$ cat config.mk
export PLATFORM = sky130hd
export DESIGN_NAME = cluster_frame_scheduler
export DESIGN_NICKNAME = d
export VERILOG_FILES = /design/src/rtl/cluster_frame_scheduler_pkg.sv /design/src/rtl/cluster_frame_scheduler_sat_counter.sv /design/src/rtl/cluster_frame_scheduler.sv
export SDC_FILE = /design/constraint.sdc
export NUM_CORES = 1
export LEC_CHECK = 0
export ABC_AREA = 1
export BUFFER_PORTS_ARGS = -buffer_cell sky130_fd_sc_hd__buf_2
export CAP_MARGIN = 10
export CORE_MARGIN = 2
export CORE_UTILIZATION = 52
export CTS_CLUSTER_SIZE = 20
export DETAILED_ROUTE_END_ITERATION = 10
export GPL_TIMING_DRIVEN = 0
export HOLD_SLACK_MARGIN = 0.05
export MAX_ROUTING_LAYER = met4
export PLACE_DENSITY_LB_ADDON = 0.15
export SYNTH_ARGS = -nofsm -noshare
export SYNTH_HDL_FRONTEND = slang
export SYNTH_SLANG_ARGS = --single-unit
export TNS_END_PERCENT = 20
$ cat constraint.sdc
create_clock -name clock4x -period 2.4 [get_ports clock4x]
set_clock_uncertainty 0.1 [all_clocks]
set_input_delay 0.36 -clock clock4x [delete_from_list [all_inputs] [get_ports clock4x]]
set_output_delay 0.36 -clock clock4x [all_outputs]
set_load 0.005 [all_outputs]
$ cat src/rtl/cluster_frame_scheduler_pkg.sv
// ---------------------------------------------------------------------------
// cluster_frame_scheduler_pkg
// Shared constants for the per-bunch-crossing cluster frame scheduler:
// default geometry, header field widths and the FSM state encoding.
// No ports (package).
// ---------------------------------------------------------------------------
package cluster_frame_scheduler_pkg;

  // Default geometry of the scheduler.
  localparam int DEF_MAX_CLUSTERS = 8;
  localparam int DEF_CNT_LATENCY  = 2;
  localparam int DEF_CNT_W        = 8;
  localparam int DEF_BX_MAX       = 3564;
  localparam int DEF_STAT_W       = 16;

  // Header field widths. BXN_W must hold BX_MAX-1.
  localparam int BXN_W = 12;

  // Scheduler FSM state encoding.
  localparam logic [0:0] ST_IDLE  = 1'b0;
  localparam logic [0:0] ST_ISSUE = 1'b1;

endpackage

$ cat src/rtl/cluster_frame_scheduler_sat_counter.sv
// ---------------------------------------------------------------------------
// sat_counter
// Statistics counter that adds a variable amount every cycle and sticks
// at all-ones instead of wrapping.
// Ports:
//   clock4x  in   clock
//   reset_n  in   asynchronous active-low reset
//   inc      in   INC_W  amount to add this cycle (0 = hold)
//   count    out  W      saturating count
// ---------------------------------------------------------------------------
module sat_counter
  import cluster_frame_scheduler_pkg::*;
#(
  parameter int W     = DEF_STAT_W,
  parameter int INC_W = 1
) (
  input  logic             clock4x,
  input  logic             reset_n,
  input  logic [INC_W-1:0] inc,
  output logic [W-1:0]     count
);

  // One extra bit beyond the wider operand so the carry out of the add is
  // visible and can be used to detect saturation.
  localparam int SUM_W = ((W > INC_W) ? W : INC_W) + 1;
  localparam logic [SUM_W-1:0] LIMIT = {{(SUM_W-W){1'b0}}, {W{1'b1}}};

  logic [SUM_W-1:0] sum;

  assign sum = SUM_W'(count) + SUM_W'(inc);

  always_ff @(posedge clock4x or negedge reset_n) begin
    if (!reset_n) begin
      count <= '0;
    end else begin
      count <= (sum > LIMIT) ? '1 : sum[W-1:0];
    end
  end

endmodule

$ cat src/rtl/cluster_frame_scheduler.sv
// ---------------------------------------------------------------------------
// cluster_frame_scheduler
// Per-bunch-crossing scheduler behind the cluster-count tree. Tags each
// frame with its BX number, aligns the frame strobe with the pipelined
// cluster count, clamps the count to MAX_CLUSTERS, emits a frame header and
// then one slot-select per cluster over a valid/ready handshake. A single
// pending slot absorbs a frame that arrives while another is being issued.
// Ports:
//   clock4x      in   clock
//   reset_n      in   asynchronous active-low reset
//   frame_start  in   pulse: new frame's vpfs presented this cycle
//   bx0          in   with frame_start: this frame is BX 0
//   cnt          in   CNT_W cluster count, valid CNT_LATENCY cycles later
//   hdr_valid    out  one-cycle header strobe
//   hdr_ncl      out  clusters sent this frame
//   hdr_ovf      out  count exceeded MAX_CLUSTERS
//   hdr_bxn      out  frame BX number
//   sel_valid    out  slot select valid
//   sel_idx      out  cluster slot index
//   sel_last     out  final select of the frame
//   sel_ready    in   encoder accepts select
//   busy         out  FSM not idle or pending frame held
//   trunc_cnt    out  saturating count of clusters removed by clamping
//   drop_cnt     out  saturating count of dropped frames
// ---------------------------------------------------------------------------
module cluster_frame_scheduler
  import cluster_frame_scheduler_pkg::*;
#(
  parameter int MAX_CLUSTERS  = DEF_MAX_CLUSTERS,
  parameter int CNT_LATENCY   = DEF_CNT_LATENCY,
  parameter int CNT_W         = DEF_CNT_W,
  parameter int BX_MAX        = DEF_BX_MAX,
  parameter int STAT_W        = DEF_STAT_W,
  localparam int NCL_W        = $clog2(MAX_CLUSTERS + 1),
  localparam int IDX_W        = $clog2(MAX_CLUSTERS)
) (
  input  logic              clock4x,
  input  logic              reset_n,
  input  logic              frame_start,
  input  logic              bx0,
  input  logic [CNT_W-1:0]  cnt,
  output logic              hdr_valid,
  output logic [NCL_W-1:0]  hdr_ncl,
  output logic              hdr_ovf,
  output logic [BXN_W-1:0]  hdr_bxn,
  output logic              sel_valid,
  output logic [IDX_W-1:0]  sel_idx,
  output logic              sel_last,
  input  logic              sel_ready,
  output logic              busy,
  output logic [STAT_W-1:0] trunc_cnt,
  output logic [STAT_W-1:0] drop_cnt
);

  // -------------------------------------------------------------------------
  // BX counter and frame tagging
  // -------------------------------------------------------------------------
  logic [BXN_W-1:0] bx_ctr;
  logic [BXN_W-1:0] frame_tag;

  // A bx0 frame is tagged 0 regardless of the running count, so the next
  // untagged frame must continue from 1.
  assign frame_tag = bx0 ? '0 : bx_ctr;

  always_ff @(posedge clock4x or negedge reset_n) begin
    if (!reset_n) begin
      bx_ctr <= '0;
    end else if (frame_start) begin
      if (bx0) begin
        bx_ctr <= BXN_W'(1);
      end else if (bx_ctr == BXN_W'(BX_MAX - 1)) begin
        bx_ctr <= '0;
      end else begin
        bx_ctr <= bx_ctr + BXN_W'(1);
      end
    end
  end

  // -------------------------------------------------------------------------
  // Alignment pipe: carries {valid, bxn} alongside the counter tree so the
  // frame arrives exactly when its cnt is valid. Back-to-back strobes each
  // occupy their own stage.
  // -------------------------------------------------------------------------
  logic             pipe_valid [CNT_LATENCY];
  logic [BXN_W-1:0] pipe_bxn   [CNT_LATENCY];

  always_ff @(posedge clock4x or negedge reset_n) begin
    if (!reset_n) begin
      for (int i = 0; i < CNT_LATENCY; i++) begin
        pipe_valid[i] <= 1'b0;
        pipe_bxn[i]   <= '0;
      end
    end else begin
      pipe_valid[0] <= frame_start;
      pipe_bxn[0]   <= frame_tag;
      for (int i = 1; i < CNT_LATENCY; i++) begin
        pipe_valid[i] <= pipe_valid[i-1];
        pipe_bxn[i]   <= pipe_bxn[i-1];
      end
    end
  end

  // -------------------------------------------------------------------------
  // Arrival: clamp the count and work out how many clusters are discarded.
  // -------------------------------------------------------------------------
  logic             arr_valid;
  logic [BXN_W-1:0] arr_bxn;
  logic             arr_ovf;
  logic [NCL_W-1:0] arr_ncl;
  logic [CNT_W-1:0] arr_excess;

  assign arr_valid = pipe_valid[CNT_LATENCY-1];
  assign arr_bxn   = pipe_bxn[CNT_LATENCY-1];

  always_comb begin
    arr_ovf    = (cnt > CNT_W'(MAX_CLUSTERS));
    arr_ncl    = arr_ovf ? NCL_W'(MAX_CLUSTERS) : NCL_W'(cnt);
    arr_excess = arr_ovf ? (cnt - CNT_W'(MAX_CLUSTERS)) : '0;
  end

  // -------------------------------------------------------------------------
  // Launch / pending / drop decisions
  // -------------------------------------------------------------------------
  logic [0:0]       state;
  logic [NCL_W-1:0] cur_ncl;
  logic             pend_valid;
  logic [NCL_W-1:0] pend_ncl;
  logic             pend_ovf;
  logic [BXN_W-1:0] pend_bxn;

  logic             hs;
  logic             can_launch;
  logic             launch_pend;
  logic             launch_arr;
  logic             launch;
  logic             store_arr;
  logic             drop_arr;
  logic [NCL_W-1:0] src_ncl;
  logic             src_ovf;
  logic [BXN_W-1:0] src_bxn;
  logic [NCL_W-1:0] next_idx;

  assign hs = (state == ST_ISSUE) && sel_valid && sel_ready;

  // A new header can go out from IDLE, or directly behind the handshake of
  // the last select so back-to-back frames see only a one-cycle gap.
  assign can_launch  = (state == ST_IDLE) || (hs && sel_last);
  assign launch_pend = can_launch && pend_valid;
  assign launch_arr  = can_launch && !pend_valid && arr_valid;
  assign launch      = launch_pend || launch_arr;

  // An arrival not launched directly may take the pending slot if it is
  // empty or is being vacated this very cycle; otherwise it is lost.
  assign store_arr = arr_valid && !launch_arr && (!pend_valid || launch_pend);
  assign drop_arr  = arr_valid && !launch_arr && pend_valid && !launch_pend;

  assign src_ncl = launch_pend ? pend_ncl : arr_ncl;
  assign src_ovf = launch_pend ? pend_ovf : arr_ovf;
  assign src_bxn = launch_pend ? pend_bxn : arr_bxn;

  assign next_idx = NCL_W'(sel_idx) + NCL_W'(1);

  always_ff @(posedge clock4x or negedge reset_n) begin
    if (!reset_n) begin
      pend_valid <= 1'b0;
      pend_ncl   <= '0;
      pend_ovf   <= 1'b0;
      pend_bxn   <= '0;
    end else if (store_arr) begin
      pend_valid <= 1'b1;
      pend_ncl   <= arr_ncl;
      pend_ovf   <= arr_ovf;
      pend_bxn   <= arr_bxn;
    end else if (launch_pend) begin
      pend_valid <= 1'b0;
    end
  end

  // -------------------------------------------------------------------------
  // Header / select FSM. The first select is presented together with the
  // header; header fields hold between strobes.
  // -------------------------------------------------------------------------
  always_ff @(posedge clock4x or negedge reset_n) begin
    if (!reset_n) begin
      state     <= ST_IDLE;
      cur_ncl   <= '0;
      hdr_valid <= 1'b0;
      hdr_ncl   <= '0;
      hdr_ovf   <= 1'b0;
      hdr_bxn   <= '0;
      sel_valid <= 1'b0;
      sel_idx   <= '0;
      sel_last  <= 1'b0;
    end else begin
      hdr_valid <= 1'b0;
      if (launch) begin
        hdr_valid <= 1'b1;
        hdr_ncl   <= src_ncl;
        hdr_ovf   <= src_ovf;
        hdr_bxn   <= src_bxn;
        cur_ncl   <= src_ncl;
        sel_idx   <= '0;
        if (src_ncl == '0) begin
          state     <= ST_IDLE;
          sel_valid <= 1'b0;
          sel_last  <= 1'b0;
        end else begin
          state     <= ST_ISSUE;
          sel_valid <= 1'b1;
          sel_last  <= (src_ncl == NCL_W'(1));
        end
      end else if (hs) begin
        if (sel_last) begin
          state     <= ST_IDLE;
          sel_valid <= 1'b0;
          sel_idx   <= '0;
          sel_last  <= 1'b0;
        end else begin
          sel_idx  <= sel_idx + IDX_W'(1);
          sel_last <= (next_idx == (cur_ncl - NCL_W'(1)));
        end
      end
    end
  end

  assign busy = (state != ST_IDLE) || pend_valid;

  // -------------------------------------------------------------------------
  // Slow-control statistics. Dropped frames still contribute their excess.
  // -------------------------------------------------------------------------
  logic [CNT_W-1:0] trunc_inc;
  logic             drop_inc;

  assign trunc_inc = arr_valid ? arr_excess : '0;
  assign drop_inc  = drop_arr;

  sat_counter #(
    .W     (STAT_W),
    .INC_W (CNT_W)
  ) u_trunc_counter (
    .clock4x (clock4x),
    .reset_n (reset_n),
    .inc     (trunc_inc),
    .count   (trunc_cnt)
  );

  sat_counter #(
    .W     (STAT_W),
    .INC_W (1)
  ) u_drop_counter (
    .clock4x (clock4x),
    .reset_n (reset_n),
    .inc     (drop_inc),
    .count   (drop_cnt)
  );

endmodule

== After elaboration in Yosys (flattened, before gate mapping) ==
Cells that the tools add are included.
Word-level totals
  register bits after elaboration: 111
  logic and storage cells: 78
  output and inout port bits: 56
  input port bits: 13
Operators by class
  bitwise operators: 1
  add/subtract/negate cells: 7
  eq/ne operators: 3
  $lt $le $gt $ge: 3
  reduce and logical (&&, ||, !) cells: 21
  multiplexer cells: 25
Operators by type and width (number)
  12-bit 2-to-1 mux: 4
  17-bit by 16-bit greater-than comparator with 1-bit output, second input constant: 2
  16-bit 2-to-1 mux: 2
  16-bit by 1-bit adder with 17-bit output: 1
  16-bit by 8-bit adder with 17-bit output: 1
  8-bit 2-to-1 mux: 2
  12-bit by 1-bit adder with 12-bit output, second input constant: 1
  12-bit == test, second input constant: 1
  1-bit 2-to-1 mux: 12
  1-bit logical AND: 9
  3-bit 2-to-1 mux: 3
  8-bit by 4-bit greater-than comparator with 1-bit output, second input constant: 1
  4-bit 2-to-1 mux: 2
  8-bit by 4-bit subtractor with 8-bit output, second input constant: 1
  2-bit nonzero test: 3
  3-bit by 1-bit adder with 4-bit output, second input constant: 1
  4-bit by 1-bit == test with 1-bit output, second input constant: 1
  4-bit == test: 1
  4-bit zero test: 1
  1-bit logical OR: 4
  4-bit by 1-bit subtractor with 4-bit output, second input constant: 1
  3-bit by 1-bit adder with 3-bit output, second input constant: 1
  1-bit zero test: 3
  2-bit AND reduction: 1
  1-bit NOT: 1

== Logic depth before layout (Yosys ltp) ==
Gate-level depths: netlist (run 1).
  depth after elaboration: 12
  gate-level depth with buffers: 18
  mapped depth without buffers: 18

== Modules after synthesis ==
A second synthesis (run 1) with hierarchy kept.
Unflattened totals
  cell total of the unflattened synthesis: 666
  area, all modules: 5629.1 µm²
Modules (own cells, without submodules)
  cluster_frame_scheduler: cells each 368, sequential area each 1976.9 µm², area an instance 3448.3 µm², times used 1
  sat_counter at u_trunc_counter: cells each 182, sequential area each 400.4 µm², area an instance 1280.0 µm², times used 1
  sat_counter at u_drop_counter: cells each 116, sequential area each 400.4 µm², area an instance 900.9 µm², times used 1

== Worst setup path after synthesis (run 1) ==
No wires, ideal clock.
  path kind: input port to flip-flop
  start: input cnt[5]
  end: register u_trunc_counter.count[13]
  data required time: 2.173 ns
  arrival: 2.379 ns
  slack: -0.206 ns
  cell stages on the path: 17
  cells stage by stage: nor2_1 nand2_1 inv_1 nand2_1 nand2_1 nor2_1 ha_1 fa_1 nand2_1 inv_1 o21ai_1 nand2_1 nand2_1 nand3_2 nand3_2 buf_4 nand3_1
Between the ends
  cells in the longest elaborated chain, start to end: 6
  elaborated cells on any way between the ends: 7
  classes of those cells: add/sub (2); order compare (2); mux (3)
RTL lines
  start, declared: line cluster_frame_scheduler.sv:41  | input logic [CNT_W-1:0] cnt,
  8-bit by 4-bit subtractor with 8-bit output or 8-bit by 4-bit greater-than comparator with 1-bit output (tied branches): line cluster_frame_scheduler.sv:118, cluster_frame_scheduler.sv:116
  8-bit 2-to-1 mux (*): line cluster_frame_scheduler.sv:118  | arr_excess = arr_ovf ? (cnt - CNT_W'(MAX_CLUSTERS)) : '0;
  8-bit 2-to-1 mux (*): line cluster_frame_scheduler.sv:234  | assign trunc_inc = arr_valid ? arr_excess : '0;
  16-bit by 8-bit adder with 17-bit output (*): line cluster_frame_scheduler_sat_counter.sv:30  | assign sum = SUM_W'(count) + SUM_W'(inc);
  17-bit by 16-bit greater-than comparator with 1-bit output: line cluster_frame_scheduler_sat_counter.sv:36  | count <= (sum > LIMIT) ? '1 : sum[W-1:0];
  16-bit 2-to-1 mux (*): line cluster_frame_scheduler_sat_counter.sv:36
  end signal, assigned: line cluster_frame_scheduler_sat_counter.sv:36
  end, declared: line cluster_frame_scheduler_sat_counter.sv:20  | output logic [W-1:0] count
Every way passes the cells marked *; elsewhere a longest branch is shown, timed or not.
A chain may end at the register's enable or synchronous reset.

== Worst setup path after layout (run 1) ==
  start: register sel_last
  end: register u_drop_counter.count[10]
Between the ends
  cells in the longest elaborated chain, start to end: 11
  elaborated cells on any way between the ends: 13
  classes of those cells: add/sub (1); order compare (1); mux (1); reduce/logical (10)
RTL lines
  start, declared: line cluster_frame_scheduler.sv:48  | output logic sel_last,
  start signal, assigned: line cluster_frame_scheduler.sv:210  | sel_last <= (src_ncl == NCL_W'(1));
  start signal, assigned: line cluster_frame_scheduler.sv:220  | sel_last <= (next_idx == (cur_ncl - NCL_W'(1)));
  1-bit logical AND (*): line cluster_frame_scheduler.sv:147  | assign can_launch = (state == ST_IDLE) || (hs && sel_last);
  1-bit logical OR (*): line cluster_frame_scheduler.sv:147
  1-bit logical AND (2 in a row): line cluster_frame_scheduler.sv:149  | assign launch_arr = can_launch && !pend_valid && arr_valid;
  1-bit zero test: line cluster_frame_scheduler.sv:155  | assign drop_arr = arr_valid && !launch_arr && pend_valid && !launch_pend;
  1-bit logical AND (2 in a row): line cluster_frame_scheduler.sv:155
  1-bit logical AND (*): line cluster_frame_scheduler.sv:155
  16-bit by 1-bit adder with 17-bit output (*): line cluster_frame_scheduler_sat_counter.sv:30
  17-bit by 16-bit greater-than comparator with 1-bit output: line cluster_frame_scheduler_sat_counter.sv:36
  16-bit 2-to-1 mux (*): line cluster_frame_scheduler_sat_counter.sv:36
  end signal, assigned: line cluster_frame_scheduler_sat_counter.sv:36
  end, declared: line cluster_frame_scheduler_sat_counter.sv:20
Marked as above.

==> run_results.csv, run 1 <==
group,metric,value,unit
cts,clock_sinks,111,
route,drtPass1Iterations,4,
global_routing,grt_util_all_layers,20.7,%
final_layout,n_antenna_cell,0,
worst_setup_path,critPathRequiredTime,2.58,ns
power_and_ir_drop,power_frac_seq,44.5,%
route,via_per_inst,5.07,
cts,clockBufferDepth,2,
timing,min_period_over_period,94.4,%
worst_setup_path,cp_data_arrival_time,2.45,ns
route,route.vias.total,4186,
timing,hold_violations,0,
placement,hpwl,7680,um
timing,worst_slew_pin_slew,0.600,ns
yosys,synth_mux_area_share,1.70,%
final_layout,drive_gt1_share,22.2,%
route,drc,0,
global_routing,grt_first_pass_wirelength,18300,um
yosys,netlist_top_cells_area,"dfrtp_1, nand2_1, inv_1",
worst_setup_path,crit_buf_inv,3,
placement,io_buffers,68,
placement,place_congestion,0.830,
cts,path_clk_slew,0.12,ns
yosys,synth-edff-count,0,
yosys,synth-seq-cells,111,
timing,setup_viol,0,
yosys,synth_top_family_by_area,"simple AND/OR/NAND/NOR gates",
power_and_ir_drop,p_leak,3.27,nW
timing,relSlewSlack,60.0,%
timing,max_clock_freq,0.441,GHz
power_and_ir_drop,power_density,942,mW/mm^2
route,routed_wl,10500,um
cts,worstSkewPairLatency,0.38,ns
floorplanning,die_h,105,um
worst_setup_path,cp_slowest_cell,"dfrtp_1",
route,wl_per_cell,12.8,um
worst_setup_path,cp_max_fo,5,
route,ant_nets,0,
timing,drv_slew,0,
timing,rsz0062_at_grt,"false",
final_layout,instances_no_fill,826,
final_layout,final_util,63.3,%
floorplanning,die_w,105,um
power_and_ir_drop,p_sw,2.26,mW
yosys,synthXorXnorAreaFrac,3.81,%
power_and_ir_drop,power.share.clock,18.7,%
floorplanning,core_area,0.00982,sq mm
yosys,yosys.area_share.simple,23.2,%
power_and_ir_drop,swShare,38.6,%
yosys,synth_fa_ha_area_share,3.69,%
final_layout,syn_to_final_growth,17.5,%
yosys,async_flop_share,100,%
global_routing,antenna_found_initial,0,
global_routing,grt_start_max_net_pins,70,
route,drt_iter0_drc,171,
floorplanning,die_area,0.0110,sq mm
cts,tritoncts,"yes",
cts,cts_made_buffers,9,
global_routing,overflow,0,
yosys,yosysWarnings,0,
floorplanning,start_util,53.9,%
yosys,synthFlopType,"dfrtp_1",
yosys,synth_area,0.00529,sq mm
hold_path,hp-class,"in2reg",
yosys,yosysSeqAreaShare,52.5,%
worst_setup_path,end_kind,"register",
worst_setup_path,critPathKind,"reg2reg",
worst_setup_path,worst_path_largest_cell_delay,0.41,ns
worst_setup_path,critical-path-top-delay-family,"simple AND/OR/NAND/NOR gates",
power_and_ir_drop,irDropWorstVdd,0.000553,V
global_routing,grt_pass1_vias,4068,
timing,fin_hold_ws,0.0800,ns
timing,fin_crit,2.27,ns
cts,clk_root_buffer_cell,"clkbuf_8",
power_and_ir_drop,combPwrFrac,36.8,%
yosys,postSynthAreaPerCell,8.89,sq um
timing,worst_slack,0.134,ns
yosys,synth.distinct_cells,41,
floorplanning,rows,36,
run,cap_viol_max_count,0,
yosys,post_synth_inst_count,595,
status,status,"finished clean",
worst_setup_path,start_kind,"register",
yosys,yosysTopAreaCell,"dfrtp_1",
worst_setup_path,path_cells,"nand2_2 > nand2_4 > nor2_1 > inv_2 > nor2_2 > ha_2 > ha_2 > nand3_2 > nor2_4 > inv_2 > nor2_4 > buf_4 > nand3_1 > a21bo_2",
power_and_ir_drop,internal_power,3.60,mW
timing,setup_tns,0,ns
cts,cts_max_level,3,
placement,dpl.cell_count,797,
placement,pre_cts_ws,-0.503,ns
final_layout,layout.nets,716,
yosys,syn-num-nets,623,
floorplanning,design.portCount,69,
yosys,synth-compound-area-share,7.95,%
yosys,yosysTopAreaCellShare,52.5,%
layout by cell type, fill, tap and decap left out, drive strengths merged, types with 3 or more instances in the layout:
master / synthesis / layout
nor2: 71 / 71
o21bai: 3 / 3
buf: 8 / 87
or2: 4 / 4
mux2: 6 / 6
nand4: 10 / 10
nor3: 9 / 9
nand2: 142 / 142
o22ai: 14 / 14
a21oi: 16 / 16
nand3: 39 / 39
xnor2: 7 / 7
ha: 14 / 14
dfrtp: 111 / 111
inv: 82 / 86
xor2: 16 / 16
clkbuf: 2 / 12
o21ai: 30 / 30
clkinv: 0 / 3
power groups by stage:
| stage | clock network [mW] | logic (mW) | registers [mW] |
|---|---|---|---|
| 2_1_floorplan | 0 | 1.36 | 2.61 |
| 3_5_place_dp | 0 | 2.08 | 2.64 |
| 3_3_place_gp | 0 | 2.02 | 2.63 |
| 5_1_grt | 1.19 | 2.48 | 2.66 |
| 4_1_cts | 1.13 | 2.11 | 2.61 |
| 6_report | 1.09 | 2.16 | 2.61 |
registers in the layout (all words and copies together) (netlist names), 4 cells and up:
register,cells
arr_bxn,12
bx_ctr,12
cur_ncl,4
hdr_bxn,12
pend_bxn,12
pend_ncl,4
pipe_bxn,12
u_drop_counter.count,16
u_trunc_counter.count,16
path summary, 6_finish.rpt:
check                      slack (ns)                            endpoint                   start  cells after the start
setup / recovery                 0.13  u_drop_counter.count[10]$_DFF_PN0_    sel_last$_DFFE_PN0P_                     14
hold / removal                   0.08              pipe_bxn[12]$_DFF_PN0_                     bx0                      2
setup reg to reg                 0.13  u_drop_counter.count[10]$_DFF_PN0_    sel_last$_DFFE_PN0P_                     14
hold reg to reg                  0.25                arr_bxn[5]$_DFF_PN0_  pipe_bxn[17]$_DFF_PN0_                      0
max in group asynchronous        1.04                arr_bxn[2]$_DFF_PN0_                 reset_n                      3
min in group asynchronous        0.43              cur_ncl[2]$_DFFE_PN0N_                 reset_n                      2
per-layer routing:
layer | share of wire [%] | vias to the layer above | GRT usage [%]
met2 | 48 | 95 | 32.8
met1 | 46 | 1999 | 27.9
li1 | - | 2078 | -
met4 | 1.4 | 0 | 6.48
met3 | 3.9 | 14 | 2.99
met5 | 0 | - | -
logic make-up after synthesis:
logic type                 Yosys count
DFF                                111
muxes                                6
and+or+nand+nor                    277
AOI/OAI and AO/OA                   71
adders and majority gates           15
buffers and inverters               92
xor gates and xnor gates            23
synthesized netlist by cell type (2+ instances only):
cell,count
xnor2_1,7
or2_2,2
nand4_1,9
o21ai_1,13
nand2_1,136
xor2_1,16
nand3_2,3
o21bai_1,3
nor2_2,4
mux2_4,6
buf_2,4
a21oi_1,13
nand3_1,36
nor3_1,7
or2_1,2
buf_6,3
a21oi_2,2
nand2_4,2
ha_1,14
o211ai_1,2
inv_1,77
clkbuf_1,2
dfrtp_1,111
nor3_2,2
nand2_2,4
nor2_1,66
o21ai_0,17
o22ai_1,14
a31oi_1,2
inv_2,5
metrics by stage:
stage                     cell area, sq um  power (mW)
after floorplan                       5310        3.97
after global placement                5810        4.65
after detailed placement              5840        4.73
after CTS                             6080        5.84
after global routing                  6220        6.34
final                                 6220        5.86
cell type report:
class / instances / area [sq um]
plain buffers: 10 / 76.3
fillers: 859 / 3600
repair buffers: 82 / 490
clock inverters: 7 / 70.1
flip-flops and latches: 111 / 2780
multi-input cells: 392 / 2210
well taps: 133 / 166
inverters: 82 / 308
clock buffers: 9 / 124
timing repair:
| action | in CTS | in global routing |
|---|---|---|
| hold buffers | 2 | 0 |
| resized for setup | 4 | 11 |
| buffers inserted | 0 | 10 |
| endpoints found under the hold margin | 43 | 0 |
| cloned | 0 | 1 |
| pin swaps | 0 | 3 |
| endpoints found under the setup margin | 11 | 31 |
(Power assumes the default switching activity.)
==> run 2: changes to the inputs <==
--- a/config.mk
+++ b/config.mk
@@ -9,7 +9,7 @@
 export BUFFER_PORTS_ARGS = -buffer_cell sky130_fd_sc_hd__buf_2
 export CAP_MARGIN = 10
 export CORE_MARGIN = 2
-export CORE_UTILIZATION = 52
+export CORE_UTILIZATION = 40
 export CTS_CLUSTER_SIZE = 20
 export DETAILED_ROUTE_END_ITERATION = 10
 export GPL_TIMING_DRIVEN = 0
==> run_results.csv, run 2 (same netlist as run 1, synthesis figures left out) <==
group,metric,value,unit
timing,rsz0062_at_grt,"true",
global_routing,grt_util_all_layers,16.9,%
worst_setup_path,cp_max_fo,8,
floorplanning,design.portCount,69,
placement,place_congestion,0.864,
global_routing,grt_pass1_vias,3993,
worst_setup_path,timing.rr.end,"u_drop_counter.count[12]$_DFF_PN0_",
final_layout,drive_gt1_share,22.9,%
cts,cts_made_buffers,9,
worst_setup_path,cp_data_arrival_time,2.47,ns
cts,clock_sinks,111,
hold_path,hp-start,"frame_start",
worst_setup_path,critPathKind,"reg2reg",
placement,hpwl,8060,um
worst_setup_path,reg2reg_slack,0.12,ns
route,drtPass1Iterations,4,
placement,dpl.cell_count,840,
placement,placed_cell_area,0.00590,sq mm
timing,fin_crit,2.28,ns
final_layout,reg_top3,"u_drop_counter.count x16, u_trunc_counter.count x16",
timing,worst_slew_pin_slew,0.471,ns
route,routed_wl,11200,um
power_and_ir_drop,irDropWorstVdd,0.000345,V
worst_setup_path,start_kind,"register",
final_layout,syn_to_final_growth,21.5,%
hold_path,min_to,"pipe_valid[1]$_DFF_PN0_",
global_routing,antenna_found_initial,0,
route,drt_iter0_drc,281,
hold_path,min_path_cells,1,
route,drc,0,
final_layout,seq_area,0.00278,sq mm
global_routing,grt_first_pass_wirelength,18900,um
cts,tritoncts,"yes",
timing,drv_slew,0,
floorplanning,die_area,0.0142,sq mm
timing,setup_tns,0,ns
final_layout,layout_common_cells,"nand2_1, dfrtp_1, inv_1, buf_2, nor2_1",
cts,clockBufferDepth,2,
final_layout,fillCellCount,1268,
final_layout,multiInputGateArea,0.00224,sq mm
global_routing,grt_start_max_net_pins,72,
floorplanning,start_util,40.4,%
route,via_per_inst,4.76,
cts,clk_root_buffer_cell,"clkbuf_16",
worst_setup_path,critPathRequiredTime,2.59,ns
route,wl_per_cell,12.9,um
final_layout,post-route-cell-area,0.00643,sq mm
final_layout,instances_no_fill,870,
hold_path,hp-class,"in2reg",
timing,min_period_over_period,95.1,%
run,cap_viol_max_count,0,
route,route.vias.total,4142,
floorplanning,die_h,119,um
worst_setup_path,timing.rr.start,"sel_last$_DFFE_PN0P_",
placement,io_buffers,68,
timing,setup_viol,0,
final_layout,layout.nets,717,
cts,worstSkewPairLatency,0.35,ns
final_layout,final_common_cell,"nand2_1",
worst_setup_path,end_kind,"register",
route,ant_nets,0,
power_and_ir_drop,p_leak,3.33,nW
floorplanning,core_area,0.0131,sq mm
worst_setup_path,r2r_cells,14,
status,status,"finished clean",
cts,path_clk_slew,0.07,ns
power_and_ir_drop,p_total,6.34,mW
timing,relSlewSlack,68.4,%
floorplanning,rows,42,
cts,cts_max_level,3,
floorplanning,die_w,119,um
global_routing,overflow,0,
timing,max_clock_freq,0.438,GHz
power_and_ir_drop,power_density,986,mW/mm^2
final_layout,n_antenna_cell,0,
timing,hold_violations,0,
[run 2: cell count changes in the layout (fill, tap and decap cells not counted), moves of 2 or more]
| cell | before | now |
|---|---|---|
| nand2_1 | 132 | 130 |
| inv_8 | 2 | 0 |
| clkbuf_16 | 1 | 10 |
| clkbuf_8 | 9 | 1 |
| nand2_2 | 7 | 9 |
[run 2: what timing repair did]
item                       4_1_cts  5_1_grt
buffers inserted                 8        4
pin swaps                        2        4
hold buffers                     1        0
hold endpoints to repair        40        0
gates cloned                     0        1
gates resized for setup          5       18
setup endpoints to repair       22       32
[run 2: worst max path at each step]
| stage | startpoint | to | slack, ns | depth (start not counted) |
|---|---|---|---|---|
| global placement | reset_n | u_drop_counter.count[13]$_DFF_PN0_ | -0.50 | 1 |
| CTS | state$_DFFE_PN0P_ | u_drop_counter.count[14]$_DFF_PN0_ | 0.009 | 13 |
| detailed placement | cnt[5] | u_trunc_counter.count[11]$_DFF_PN0_ | -0.49 | 18 |
| global route | cnt[5] | u_trunc_counter.count[11]$_DFF_PN0_ | -0.03 | 18 |
| finish | sel_last$_DFFE_PN0P_ | u_drop_counter.count[12]$_DFF_PN0_ | 0.12 | 14 |
| floorplan | cnt[5] | u_trunc_counter.count[13]$_DFF_PN0_ | 0.003 | 17 |
[run 2: power by group]
part           leakage, nW  switching [mW]  internal, mW
clock                0.149           0.688         0.844
combinational         1.75            1.27         0.928
sequential            1.44           0.338          2.27
[run 2: worst max-delay path, cell delays in order (launching register included)]
cell and delay, ns:
dfrtp_1 0.39, nand2_2 0.08, nand2_4 0.07, nor2_1 0.12, inv_2 0.07, nor2_4 0.08, ha_2 0.21, ha_4 0.16
nand3_4 0.10, nor2_4 0.12, inv_2 0.07, nor2_4 0.17, nand4_4 0.20, clkbuf_16 0.21, nand2_1 0.06
[run 2: cell type report]
cell class	count	share of cell area (%)
clock inverters	6	1.07
well taps	176	3.42
repair buffers	83	7.76
inverters	82	4.79
flip-flops and latches	111	43.2
clock buffers	10	3.72
multi-input cells	392	34.8
plain buffers	10	1.25
[run 2: routing by layer]
| metal | global-route usage (%) | up-vias | part of all wire [%] |
|---|---|---|---|
| met5 | - | - | 0 |
| met4 | 5.28 | 0 | 1.5 |
| met3 | 3.83 | 18 | 4.0 |
| met2 | 25.2 | 76 | 45 |
| met1 | 23.2 | 1961 | 49 |
| li1 | - | 2087 | - |
[run 2: per-stage QoR]
step                worst slack (ns)  hold WS, ns  utilization [%]
global placement              -0.495        0.235             44.8
global route                 -0.0340       0.0544             49.1
detailed placement            -0.486        0.209             45.1
finish                         0.117       0.0649             49.1
CTS                          0.00923       0.0561             48.2
floorplan                    0.00275      -0.0356                -
==> run 3: changes to the inputs <==
--- a/config.mk
+++ b/config.mk
@@ -8,14 +8,13 @@
 export ABC_AREA = 1
 export BUFFER_PORTS_ARGS = -buffer_cell sky130_fd_sc_hd__buf_2
 export CAP_MARGIN = 10
-export CORE_MARGIN = 2
 export CORE_UTILIZATION = 40
 export CTS_CLUSTER_SIZE = 20
 export DETAILED_ROUTE_END_ITERATION = 10
 export GPL_TIMING_DRIVEN = 0
 export HOLD_SLACK_MARGIN = 0.05
 export MAX_ROUTING_LAYER = met4
-export PLACE_DENSITY_LB_ADDON = 0.15
+export PLACE_DENSITY = 0.68
 export SYNTH_ARGS = -nofsm -noshare
 export SYNTH_HDL_FRONTEND = slang
 export SYNTH_SLANG_ARGS = --single-unit
==> run_results.csv, run 3 (same netlist as run 1, synthesis figures left out) <==
group,metric,value,unit
status,status,"finished clean",
worst_setup_path,cp_slowest_cell,"fa_2",
placement,place_congestion,0.858,
worst_setup_path,critical-path-top-delay-family,"simple AND/OR/NAND/NOR gates",
timing,fin_crit,2.31,ns
route,routed_wl,10900,um
floorplanning,core_area,0.0128,sq mm
cts,path_clk_slew,0.07,ns
power_and_ir_drop,p_sw,2.30,mW
run,cap_viol_max_count,0,
timing,max_clock_freq,0.434,GHz
route,wl_per_cell,12.6,um
cts,clockBufferDepth,2,
power_and_ir_drop,internal_power,4.03,mW
final_layout,fillCellCount,1152,
floorplanning,start_util,41.4,%
power_and_ir_drop,power_density,988,mW/mm^2
worst_setup_path,timing.rr.start,"sel_last$_DFFE_PN0P_",
timing,drv_slew,0,
route,drtPass1Iterations,5,
placement,io_buffers,68,
final_layout,layout_common_cells,"nand2_1, dfrtp_1, inv_1, buf_2, nor2_1",
global_routing,grt_first_pass_wirelength,18100,um
hold_path,min_path_cells,1,
hold_path,min_to,"pipe_valid[1]$_DFF_PN0_",
timing,fin_hold_ws,0.0924,ns
timing,relSlewSlack,56.1,%
timing,hold_violations,0,
worst_setup_path,timing.rr.end,"u_drop_counter.count[10]$_DFF_PN0_",
route,drc,0,
final_layout,multiInputGateArea,0.00222,sq mm
cts,cts_max_level,3,
global_routing,grt_start_max_net_pins,65,
worst_setup_path,cp_data_arrival_time,2.43,ns
floorplanning,die_w,117,um
worst_setup_path,cp_common_cell,"nand2_1",
final_layout,layout.nets,717,
floorplanning,die_h,117,um
power_and_ir_drop,swShare,36.3,%
global_routing,antenna_found_initial,0,
worst_setup_path,critPathRequiredTime,2.53,ns
cts,cts_made_buffers,9,
timing,rsz0062_at_grt,"true",
final_layout,n_antenna_cell,0,
hold_path,hp-class,"in2reg",
global_routing,grt_util_all_layers,17.5,%
final_layout,drive_gt1_share,22.6,%
power_and_ir_drop,power_frac_seq,41.1,%
worst_setup_path,path_cells,"buf_2 > nor2_2 > nand2_1 > inv_2 > nand2_4 > nand2_4 > nor2_1 > ha_2 > fa_2 > nand2_1 > inv_1 > o21ai_1 > nand2_1 > nand2_2 > nand3_4 > nand3_4 > buf_4 > nand3_1",
final_layout,seq_area,0.00278,sq mm
global_routing,grt_pass1_vias,4017,
route,via_per_inst,4.83,
placement,hpwl,7960,um
power_and_ir_drop,p_leak,3.34,nW
worst_setup_path,reg2reg_slack,0.14,ns
timing,min_period_over_period,96.0,%
worst_setup_path,crit_buf_inv,4,
floorplanning,rows,41,
timing,setup_viol,0,
power_and_ir_drop,power.share.clock,24.2,%
route,ant_nets,0,
route,route.vias.total,4184,
route,drt_iter0_drc,242,
global_routing,overflow,0,
floorplanning,die_area,0.0137,sq mm
timing,worst_slew_pin_slew,0.659,ns
final_layout,final_util,50.2,%
final_layout,syn_to_final_growth,21.1,%
worst_setup_path,start_kind,"primary input",
final_layout,final_common_cell,"nand2_1",
worst_setup_path,worst_path_largest_cell_delay,0.34,ns
final_layout,reg_top3,"u_drop_counter.count x16, u_trunc_counter.count x16",
worst_setup_path,critPathLaunch,"cnt[6]",
power_and_ir_drop,irDropWorstVdd,0.000488,V
cts,worstSkewPairLatency,0.34,ns
hold_path,hp-start,"frame_start",
cts,clk_root_buffer_cell,"clkbuf_16",
worst_setup_path,critPathKind,"in2reg",
worst_setup_path,end_kind,"register",
floorplanning,design.portCount,69,
cts,clock_sinks,111,
worst_setup_path,cp_max_fo,5,
worst_setup_path,r2r_cells,14,
power_and_ir_drop,combPwrFrac,34.7,%
cts,tritoncts,"yes",
run 3: stage by stage:
stage | instances | TNS [ns] | total power [mW] | worst slack (ns) | cell area, sq um
after floorplan | 595 | 0 | 3.97 | 0.00275 | 5310
after global placement | 835 | -49.08 | 4.65 | -0.431 | 5860
after detailed placement | 836 | -7.71 | 4.74 | -0.516 | 5890
after CTS | 855 | 0 | 6.31 | 0.00201 | 6250
after global routing | 866 | -0.341 | 6.84 | -0.0364 | 6410
final | 866 | 0 | 6.33 | 0.0949 | 6410
run 3: final cells by class:
cell class	instances	share of cell area (%)
Sequential cell	111	43.3
Multi-Input combinational cell	392	34.7
Timing Repair Buffer	83	7.79
Inverter	82	4.80
Clock buffer	9	3.51
Tap cell	172	3.36
Clock inverter	7	1.31
Buffer	10	1.19
run 3: worst max path at each step:
stage | cells after the start | endpoint | slack (ns)
3_5_place_dp | 18 | u_trunc_counter.count[13]$_DFF_PN0_ | -0.52
6_report | 18 | u_trunc_counter.count[10]$_DFF_PN0_ | 0.09
5_1_grt | 18 | u_trunc_counter.count[11]$_DFF_PN0_ | -0.04
4_1_cts | 18 | u_trunc_counter.count[13]$_DFF_PN0_ | 0.002
3_3_place_gp | 18 | u_trunc_counter.count[11]$_DFF_PN0_ | -0.43
2_1_floorplan | 17 | u_trunc_counter.count[13]$_DFF_PN0_ | 0.003
run 3: timing repair:
item,in CTS,in global routing
hold buffers,1,0
setup buffers,2,9
cloned,0,2
pin swaps,2,5
gates resized for setup,5,16
endpoints found under the hold margin,47,0
setup endpoints to repair,25,32
run 3: power by group through the flow:
stage          Combinational, mW  Sequential (mW)  Clock, mW
3_3_place_gp                2.04             2.62          0
2_1_floorplan               1.36             2.61          0
6_report                    2.20             2.60       1.53
5_1_grt                     2.52             2.66       1.66
3_5_place_dp                2.10             2.64          0
4_1_cts                     2.14             2.60       1.57
run 3: layer usage:
layer	vias up	part of all wire [%]	track usage (%)
li1	2092	-	-
met1	2004	47	22.2
met2	79	48	27.9
met3	9	3.7	3.55
met4	0	1.4	6.67
met5	-	0	-
